--- src/rtl/d_cache_pkg.sv ---
// Shared D-cache constants, controller state encoding and address field helpers.
package d_cache_pkg;

    localparam int TAG_W = 55;
    localparam int IDX_W = 6;
    localparam int OFF_W = 3;

    localparam logic [63:0] LINE_ADDR_MASK = 64'hFFFF_FFFF_FFFF_FFF8;

    typedef enum logic [2:0] {
        ST_FLUSH  = 3'd0,
        ST_IDLE   = 3'd1,
        ST_LOOKUP = 3'd2,
        ST_REFILL = 3'd3,
        ST_WRITE  = 3'd4,
        ST_RESP   = 3'd5
    } state_t;

    function automatic logic [TAG_W-1:0] addr_tag(input logic [63:0] addr);
        return addr[63:OFF_W+IDX_W];
    endfunction

    function automatic logic [IDX_W-1:0] addr_idx(input logic [63:0] addr);
        return addr[OFF_W+IDX_W-1:OFF_W];
    endfunction

endpackage

--- src/rtl/d_cache_tag_ctrl.sv ---
// Tag-array controller for the direct-mapped D-cache: lookup, miss refill,
// tag write and a full invalidate sweep after reset or on flush_req.
//
// state  | meaning
// -------+---------------------------------------------------------------
// FLUSH  | write {valid=0, tag=0} to set fidx, 0..63, one set per cycle
// IDLE   | accept a lookup; tag RAM read addressed straight from req_addr
// LOOKUP | tag RAM data available, compare against latched address
// REFILL | refill request held until refill_ack
// WRITE  | write {1, tag} of the refilled line
// RESP   | one-cycle response pulse
module d_cache_tag_ctrl
    import d_cache_pkg::*;
(
    input  logic              clk,
    input  logic              rst,
    input  logic              req_valid,
    input  logic [63:0]       req_addr,
    output logic              req_ready,
    output logic              resp_valid,
    output logic              resp_hit,
    output logic              refill_req_valid,
    output logic [63:0]       refill_addr,
    input  logic              refill_ack,
    input  logic              flush_req,
    output logic              flush_done,
    output logic [IDX_W-1:0]  tag_addr,
    output logic [TAG_W:0]    tag_wdata,
    output logic              tag_we,
    input  logic [TAG_W-1:0]  tag_rdata,
    input  logic              tag_rvalid
);

    state_t            state;
    state_t            state_next;
    logic [IDX_W-1:0]  fidx;
    logic [63:0]       lat_addr;
    logic              hit;

    assign hit         = tag_rvalid && (tag_rdata == addr_tag(lat_addr));
    assign refill_addr = lat_addr & LINE_ADDR_MASK;

    // Next-state decode and tag RAM / handshake drive.
    always_comb begin
        state_next = state;
        req_ready  = 1'b0;
        tag_we     = 1'b0;
        tag_addr   = addr_idx(lat_addr);
        tag_wdata  = '0;
        case (state)
            ST_FLUSH: begin
                tag_we   = 1'b1;
                tag_addr = fidx;
                if (fidx == '1) begin
                    state_next = ST_IDLE;
                end
            end
            ST_IDLE: begin
                // Read is issued speculatively so the data lands in LOOKUP.
                tag_addr = addr_idx(req_addr);
                if (flush_req) begin
                    state_next = ST_FLUSH;
                end else begin
                    req_ready = 1'b1;
                    if (req_valid) begin
                        state_next = ST_LOOKUP;
                    end
                end
            end
            ST_LOOKUP: begin
                state_next = hit ? ST_RESP : ST_REFILL;
            end
            ST_REFILL: begin
                if (refill_ack && refill_req_valid) begin
                    state_next = ST_WRITE;
                end
            end
            ST_WRITE: begin
                tag_we     = 1'b1;
                tag_wdata  = {1'b1, addr_tag(lat_addr)};
                state_next = ST_RESP;
            end
            ST_RESP: begin
                state_next = ST_IDLE;
            end
            default: begin
                state_next = ST_FLUSH;
            end
        endcase
    end

    // State, sweep counter, latched request and registered outputs.
    always_ff @(posedge clk) begin
        if (rst) begin
            state            <= ST_FLUSH;
            fidx             <= '0;
            lat_addr         <= '0;
            resp_valid       <= 1'b0;
            resp_hit         <= 1'b0;
            refill_req_valid <= 1'b0;
            flush_done       <= 1'b0;
        end else begin
            state            <= state_next;
            fidx             <= (state == ST_FLUSH) ? fidx + 6'd1 : '0;
            if (req_valid && req_ready) begin
                lat_addr <= req_addr;
            end
            resp_valid       <= (state_next == ST_RESP);
            resp_hit         <= (state == ST_LOOKUP) && hit;
            refill_req_valid <= (state_next == ST_REFILL);
            flush_done       <= (state == ST_FLUSH) && (fidx == '1);
        end
    end

endmodule

--- config.mk ---
export PLATFORM = sky130hd
export DESIGN_NAME = d_cache_tag_ctrl
export DESIGN_NICKNAME = d
export VERILOG_FILES = /design/src/rtl/d_cache_pkg.sv /design/src/rtl/d_cache_tag_ctrl.sv
export SDC_FILE = /design/constraint.sdc
export NUM_CORES = 1
export LEC_CHECK = 0
export ABC_AREA = 0
export ABC_CLOCK_PERIOD_IN_PS = 3100
export BUFFER_PORTS_ARGS = -buffer_cell sky130_fd_sc_hd__buf_4
export CELL_PAD_IN_SITES_DETAIL_PLACEMENT = 1
export CELL_PAD_IN_SITES_GLOBAL_PLACEMENT = 2
export CORE_UTILIZATION = 22
export CTS_CLUSTER_SIZE = 10
export DETAILED_ROUTE_END_ITERATION = 12
export PLACE_DENSITY_LB_ADDON = 0.05
export SLEW_MARGIN = 15
export SYNTH_ARGS = -nofsm -noshare
export SYNTH_HDL_FRONTEND = slang
export SYNTH_SLANG_ARGS = --single-unit
--- constraint.sdc ---
create_clock -name clk -period 3.1 [get_ports clk]
set_input_delay 0.93 -clock clk [delete_from_list [all_inputs] [get_ports clk]]
set_output_delay 0.93 -clock clk [all_outputs]
set_load 0.01 [all_outputs]
---- Yosys cells after proc, flatten, opt, wreduce, memory -nomap -nowiden ----
Cells that the tools add are included.
word-level totals
  logic and storage cells ................. 37
  register bits ........................... 77
  output and inout port bits .............. 132
  input bits .............................. 125
operators by class
  reduce and logical (&&, ||, !) cells .... 8
  equality and inequality tests ........... 9
  add/subtract/negate cells ............... 1
  bitwise operators ....................... 1
  mux-type cells .......................... 11
operators by type and width
  operator                                              number
  two-way mux 56 bit                                    1
  equality test 55 bit                                  1
  case mux 3 bit (6 select lines)                       1
  two-way mux 3 bit                                     5
  case mux 6 bit (2 select lines)                       1
  equality test 3 x 2 -> 1 bit (second input constant)  3
  equality test 3 bit (second input constant)           3
  adder 6 x 1 -> 6 bit (second input constant)          1
  equality test 6 bit (second input constant)           1
  logical AND 1 bit                                     5
  OR reduction 2 bit                                    2
  equality test 3 x 1 -> 1 bit (second input constant)  1
  zero test 3 bit                                       1
  two-way mux 1 bit                                     3
  inverter 1 bit                                        1

---- Logic depth before layout (Yosys ltp) ----
Gate-level depths: netlist (run 1).
  word-level depth ........................ 5
  gate-level depth with buffers ........... 6
  depth with buffers taken out ............ 6

---- Worst setup path after synthesis (run 1) ----
OpenSTA, ideal clock, no wires.
  path type ............................... input to output
  from .................................... input port flush_req
  to ...................................... output port req_ready
  buffers on the path ..................... 0
  cell stages on the path ................. 2
  data required time ...................... 2,170 ps
  setup slack ............................. 911 ps
  data arrival time ....................... 1,259 ps
  cell sequence ........................... nor2b_1 > and2_1
on the way
  longest elaborated chain between the ends .. 2
ends and longest elaborated chain
  element            line                    RTL
  from (decl)        d_cache_tag_ctrl.sv:25  input logic flush_req,
  two-way mux 1 bit  d_cache_tag_ctrl.sv:61  if (flush_req) begin
  two-way mux 1 bit  d_cache_tag_ctrl.sv:50  case (state)
  to (decl)          d_cache_tag_ctrl.sv:19  output logic req_ready,
No other way between the ends.

---- Worst setup path in the final report (run 1) ----
  from .................................... register state[1]
  to ...................................... output port tag_wdata[55]
on the way
  longest elaborated chain between the ends .. 2
ends and longest elaborated chain
  element                 line                     RTL
  from (decl)             d_cache_tag_ctrl.sv:34   state_t state;
  from (signal assigned)  d_cache_tag_ctrl.sv:103  state <= state_next;
  equality test 3 bit     d_cache_tag_ctrl.sv:50
  two-way mux 56 bit      d_cache_tag_ctrl.sv:50
  to (decl)               d_cache_tag_ctrl.sv:28   output logic [TAG_W:0] tag_wdata,
No other way between the ends.

==> summary.md, run 1 <==
| Metric | Value |
|---|---|
| Status | `complete, no violations` |
| TritonCTS clock tree | `built` |
| Port Buffer Count | `250` |
| Total power | `2.20 mW` |
| Number of synthesized register bits | `74` |
| Synth Area in Compound Gates | `11.8%` |
| Final setup violation count | `0` |
| Clk Latency, worst-skew pair | `0.34 ns` |
| Mean Syn Cell Area | `7.63 µm²` |
| Fin cells | `953` |
| Placed cell count | `936` |
| Max_cap viols | `0` |
| Final Util | `36.8%` |
| 1st-iter DRT viols | `123` |
| Power Density | `358 nW/µm²` |
| Crit-path max cell delay | `0.64 ns` |
| Die Y | `133 µm` |
| Max Buffers Root-to-Sink | `2` |
| Top-count cell post-synth | `nand2_1` |
| Leak Pwr | `2.83 nW` |
| WP data arrival | `1.83 ns` |
| Part of the cycle the worst path needs | `89.0%` |
| Dpl hpwl | `13.1 mm` |
| Largest fanout on the critical path | `29` |
| Synth top cells by count | `133 x nand2_1, 74 x dfxtp_1, 63 x a21oi_1` |
| Total Wirelength | `17.8 mm` |
| Synth area leaders | `dfxtp_1 39%, nand2_1 13%, and3_1 9.3%, xnor2_1 8.8%, a21oi_1 8.3%` |
| Via/cell ratio | `4.47` |
| Crit path cell chain | `nor2_4, and2_1, buf_4` |
| Max-slew headroom | `49.1%` |
| ANT cells | `0` |
| Worst path slowest cell | `nor2_4` |
| DRC Markers | `0` |
| Fill cells | `2,059` |
| Post-synth EDFFs | `0` |
| Slew at the pin closest to its max-slew limit | `0.762 ns` |
| IO Count | `257` |
| Synth Area in XOR/XNOR | `12.3%` |
| Hold Fails Final Rpt | `0` |
| Required time of the critical path | `2.17 ns` |
| Net count, final | `854` |
| Post-Syn Area | `3780 µm²` |
| RSZ-0062 raised after global routing | `no` |
| Synth-to-layout area growth | `62.5%` |
| Worst-path clk slew | `0.06 ns` |
| Total GRT Usage | `19.5%` |
| Num rows | `47` |
| Initial core utilization | `22.6%` |
| DIE WIDTH | `133 µm` |
| Clock Sinks | `74` |
| Hold WC Path Type | `reg2reg` |
| Core area | `16,700 µm²` |
| Setup TNS | `0 ns` |
| Drt pass-1 iters | `4` |
| Post-DRT Antenna Nets | `0` |
| Max IR drop VDD | `242 µV` |
| Post-synthesis cell type count | `39` |
| Antenna violations before repair | `0` |
| WS Path Type | `reg2out` |
| Post-Syn Instances | `495` |
| Largest family of logic cells by synthesized area | `simple AND/OR/NAND/NOR gates` |
| Async SR Flop Fraction | `0%` |
| Vias in the first global route | `4,383` |
| Share of the synthesized area in the top cell type | `39.2%` |
| Slew Limit Fails | `0` |
| Remaining Overflow, GRT | `0` |
| Post-CTS Setup Bufs | `0` |
| Top_reg_cell synth | `dfxtp_1` |
| Full die area | `17,700 µm²` |
| Critical Path Start Type | `flop` |
| Clk Tree Root Cell | `clkbuf_16` |
| YS warnings | `0` |
| H-tree levels | `3` |
| Global placement routability congestion | `0.805` |
| Final Instance Area | `6140 µm²` |
| CTS hold repair buffers | `0` |
| DR vias | `4,261` |
| Yosys top cell by area | `dfxtp_1` |
| Critical path's top delay family | `simple AND/OR/NAND/NOR gates` |
| First-pass GRT wire length | `25.9 mm` |
| Sequential-to-total area share from yosys stat | `39.2%` |
| Clock skew | `0.00707 ns` |
| CTS Buf Count | `9` |
| Wire per inst | `18.6 µm` |
| Post-CTS resize count | `0` |
| Final min period | `2.76 ns` |
| Simple-gate share of the synthesized area | `29.9%` |
| Adder-Cell Fraction of Synth Area | `0.331%` |
| Setup crit end kind | `primary output` |
| Area after DPL | `5840 µm²` |
| Share of post-route cells with drive strength above 1 | `38.6%` |
| Largest net degree at the start of global routing | `58` |
| Buffers & Inverters on Critical Path | `1` |
| F_max | `0.363 GHz` |
| Multiplexer area fraction after synthesis | `1.59%` |
-- layout by cell type (no fill, tap or decap), types with 2 or more instances in the layout --
master	instances
and3_1	55
nor2_4	2
nand2b_1	5
a221oi_1	2
a21oi_1	63
clkbuf_16	9
conb_1	3
clkbuf_1	2
buf_4	257
inv_1	6
and2_1	2
clkbuf_8	3
nand4_1	10
clkinv_2	2
nand2_1	132
nor2_1	11
mux2i_1	6
nor4_1	4
nor4_2	2
nand3_1	5
dfxtp_1	73
xor2_1	15
xnor2_1	38
o21ai_1	6
-- final timing paths --
path | from | endpoint | slack, ns | depth (start not counted)
worst max-delay path | state[1] | tag_wdata[55] | 0.34 | 3
worst min-delay path | lat_addr[7] | lat_addr[7] | 0.49 | 2
worst max register to register | state[0] | lat_addr[17] | 0.97 | 6
worst min register to register | lat_addr[7] | lat_addr[7] | 0.49 | 2
-- state kept, by name, indices dropped and copies added (netlist names) --
| register | count |
|---|---|
| fidx | 6 |
| flush_done | 1 |
| lat_addr | 61 |
| refill_req_valid | 1 |
| resp_hit | 1 |
| resp_valid | 1 |
| state | 3 |
-- per-stage QoR --
stage,setup WS [ns],hold WS (ns)
6_report,0.342,0.485
5_1_grt,0.228,0.512
4_1_cts,0.0307,0.486
3_5_place_dp,0.382,0.472
3_3_place_gp,0.399,0.460
2_1_floorplan,0.911,0.429
-- layer usage --
| layer | up-vias | part of all wire (%) | track usage [%] |
|---|---|---|---|
| li1 | 2125 | - | - |
| met1 | 1979 | 43 | 23.8 |
| met2 | 145 | 50 | 33.7 |
| met3 | 12 | 6.2 | 4.48 |
| met4 | 0 | 1.1 | 5.94 |
| met5 | - | 0 | 0 |
-- kinds of logic (layout without fill, tap and decap cells) --
kind of cell / count (synthesis) / after routing
and+or+nand+nor: 236 / 237
DFF: 74 / 74
xor gates and xnor gates: 53 / 53
other: 1 / 3
AOI/OAI and AO/OA: 80 / 80
buffers and inverters: 44 / 279
muxes: 6 / 6
adders and majority gates: 1 / 1
-- worst register-to-register path, stage by stage, from the launching register on --
cell	delay, ns
dfxtp_1	0.48
buf_4	0.29
nor2b_1	0.23
and3_2	0.40
buf_4	0.40
nand2_1	0.14
a21oi_1	0.13
-- report_power, final --
part           internal, mW  switching, mW
Clock                 0.606          0.422
Sequential            0.954        0.00424
Combinational         0.130         0.0785
Total                  1.69          0.505
-- layout make-up --
class / instances / area [µm²] / share of cell area [%]
Clock buffer: 14 / 274 / 4.46
Tap cell: 220 / 275 / 4.48
Sequential cell: 74 / 1480 / 24.1
Multi-Input combinational cell: 380 / 2150 / 35.0
Inverter: 6 / 22.5 / 0.367
Clock inverter: 2 / 10.0 / 0.163
Timing Repair Buffer: 257 / 1930 / 31.4
No activity file was read; power rests on OpenSTA's default activity.
==> run 2: changes to the inputs <==
CELL_PAD_IN_SITES_DETAIL_PLACEMENT = 0   (was 1)
CELL_PAD_IN_SITES_GLOBAL_PLACEMENT = 1   (was 2)
CORE_UTILIZATION = 30   (was 22)
==> run 2 against run 1 <==
Net effect: non-clock buffer count up 1; register-to-register slack got worse by 0.05 ns; clock skew fell by 0.0016 ns; setup slack better by 0.031 ns; sequential power about the same; routed wire length down 15%; sequential share of layout area grew 0.17 points; global-route usage rose by 3.3 points; maximum frequency rose by 1.1%; critical endpoint unchanged; highest routed layer unchanged.
==> summary.md, run 2 (synthesis gave the netlist of run 1 again) <==
| Metric | Value |
|---|---|
| R2R depth | `5 (-1)` |
| Hold Path End | `fidx[0]` |
| Largest net degree at the start of global routing | `39 (-33%)` |
| DRC Markers | `0 (unchanged)` |
| Power Density | `356 nW/µm² (-0.41%)` |
| Setup TNS | `0 ns (unchanged)` |
| Worst-path clk slew | `0.06 ns (about the same)` |
| Slew Limit Fails | `0 (unchanged)` |
| Via/cell ratio | `4.66 (+4.3%)` |
| Crit. Startpoint | `state[0]` |
| WHS Path Cells | `1 (-1)` |
| Fill cells | `1,268 (-38%)` |
| RSZ-0062 raised after global routing | `no` |
| Crit path cell chain | `nor2_4, buf_4, and2_1, buf_4` |
| WS Path Type | `reg2out` |
| CTS hold repair buffers | `0 (unchanged)` |
| Remaining Overflow, GRT | `0 (unchanged)` |
| Die Y | `114 µm (-14%)` |
| Reg2reg setup slack | `0.92 ns (-0.05 ns)` |
| Most frequent CP cell | `buf_4` |
| Net count, final | `854 (unchanged)` |
| TritonCTS clock tree | `built` |
| Total power | `2.17 mW (-1.1%)` |
| Final setup violation count | `0 (unchanged)` |
| F_max | `0.367 GHz (+1.1%)` |
| Max-slew headroom | `54.2% (+5.1 points)` |
| Dpl hpwl | `11.4 mm (-13%)` |
| ANT cells | `0 (unchanged)` |
| Core area | `12,200 µm² (-27%)` |
| Max_cap viols | `0 (unchanged)` |
| Hold WC Path Type | `reg2reg` |
| Total Wirelength | `15.1 mm (-15%)` |
| Post-CTS Setup Bufs | `0 (unchanged)` |
| Antenna violations before repair | `0 (unchanged)` |
| Biggest register | `lat_addr` |
| WP data arrival | `1.80 ns (-0.03 ns)` |
| Clock skew | `0.00547 ns (-0.00160 ns)` |
| Clock Sinks | `74 (unchanged)` |
| Num rows | `40 (-15%)` |
| Post-DRT Antenna Nets | `0 (unchanged)` |
| Port Buffer Count | `250 (unchanged)` |
| Global placement routability congestion | `0.786 (-2.4%)` |
| Commonest non-fill, non-tap cells in the layout | `256 x buf_4, 132 x nand2_1, 73 x dfxtp_1` |
| Share of post-route cells with drive strength above 1 | `38.6% (unchanged)` |
| R2R Path Start | `state[0]` |
| DIE WIDTH | `114 µm (-14%)` |
| Required time of the critical path | `2.17 ns (about the same)` |
| Max Buffers Root-to-Sink | `2 (unchanged)` |
| IO Count | `257 (unchanged)` |
| DR vias | `4,200 (-1.4%)` |
| 1st-iter DRT viols | `209 (+70%)` |
| Part of the cycle the worst path needs | `88.0% (-1.0 points)` |
| Leak Pwr | `2.84 nW (+0.34%)` |
| Crit-path max cell delay | `0.76 ns (+0.12 ns)` |
| Post-CTS resize count | `0 (unchanged)` |
| Worst path slowest cell | `dfxtp_1` |
| Setup crit end kind | `primary output` |
| Regs by FF count | `lat_addr (61), fidx (6), state (3)` |
| CTS Buf Count | `9 (unchanged)` |
| Synth-to-layout area growth | `61.3%` |
| First-pass GRT wire length | `22.0 mm (-15%)` |
| Status | `complete, no violations` |
| Full die area | `13,000 µm² (-26%)` |
| Clk Tree Root Cell | `clkbuf_16` |
| H-tree levels | `3 (unchanged)` |
| Total GRT Usage | `22.8% (+3.3 points)` |
| Hold Fails Final Rpt | `0 (unchanged)` |
| Max IR drop VDD | `231 µV (-4.6%)` |
| Clk Latency, worst-skew pair | `0.34 ns (about the same)` |
| Final min period | `2.73 ns (-0.0311 ns)` |
| Commonest non-fill, non-tap cell in the layout | `buf_4` |
| WHS | `0.469 ns (-0.0164 ns)` |
| Initial core utilization | `31.1% (+8.4 points)` |
| Wire per inst | `16.7 µm (-10%)` |
| Vias in the first global route | `3,872 (-12%)` |
| RR Endpoint | `lat_addr[28]` |
| Max reg flops | `61 (unchanged)` |
| Critical Path Start Type | `flop` |
| Drt pass-1 iters | `5 (+1)` |
| Slew at the pin closest to its max-slew limit | `0.686 ns (-0.0761 ns)` |
| Largest fanout on the critical path | `37 (+28%)` |
| HP Start | `fidx[0]` |
## run 2: area by class of cell
type	instances	area (µm²)	area share [%]
Inverter	6	22.5	0.369
Multi-Input combinational cell	379	2130	35.0
Clock buffer	14	274	4.50
Timing Repair Buffer	258	1960	32.2
Tap cell	168	210	3.45
Clock inverter	2	10.0	0.164
Sequential cell	74	1480	24.3
## run 2: power breakdown
| group | internal [mW] | total (mW) | switching, mW |
|---|---|---|---|
| clock | 0.606 | 1.01 | 0.401 |
| sequential | 0.955 | 0.958 | 0.00368 |
| combinational | 0.130 | 0.206 | 0.0759 |
| total | 1.69 | 2.17 | 0.481 |
## run 2: worst max-delay path by stage
stage / to / slack (ns)
6_report: tag_wdata[55] / 0.37
5_1_grt: tag_wdata[49] / 0.24
4_1_cts: tag_wdata[55] / 0.34
3_5_place_dp: state[2] / 0.40
3_3_place_gp: state[2] / 0.45
2_1_floorplan: req_ready / 0.91
## run 2: per-layer routing
metal	vias to the layer above	part of all wire [%]	track usage (%)
li1	2125	-	-
met1	1903	42	27.5
met2	163	50	39.6
met4	0	1.1	7.27
met3	9	7.1	5.61
met5	-	0	0
## run 2: through the flow
stage	setup WS (ns)	utilization [%]	std cells	area (µm²)
finish	0.373	50.1	901	6100
global route	0.243	50.1	901	6100
CTS	0.338	50.1	901	6100
detailed placement	0.403	47.8	885	5810
global placement	0.452	47.8	885	5810
floorplan	0.911	-	497	3790
## run 2: worst max-delay path: cells and delay by family (launching register included)
family / cells / cell delay (ns)
buffers and inverters: 2 / 0.41
AND/OR/NAND/NOR: 2 / 0.28
flip-flops: 1 / 0.76
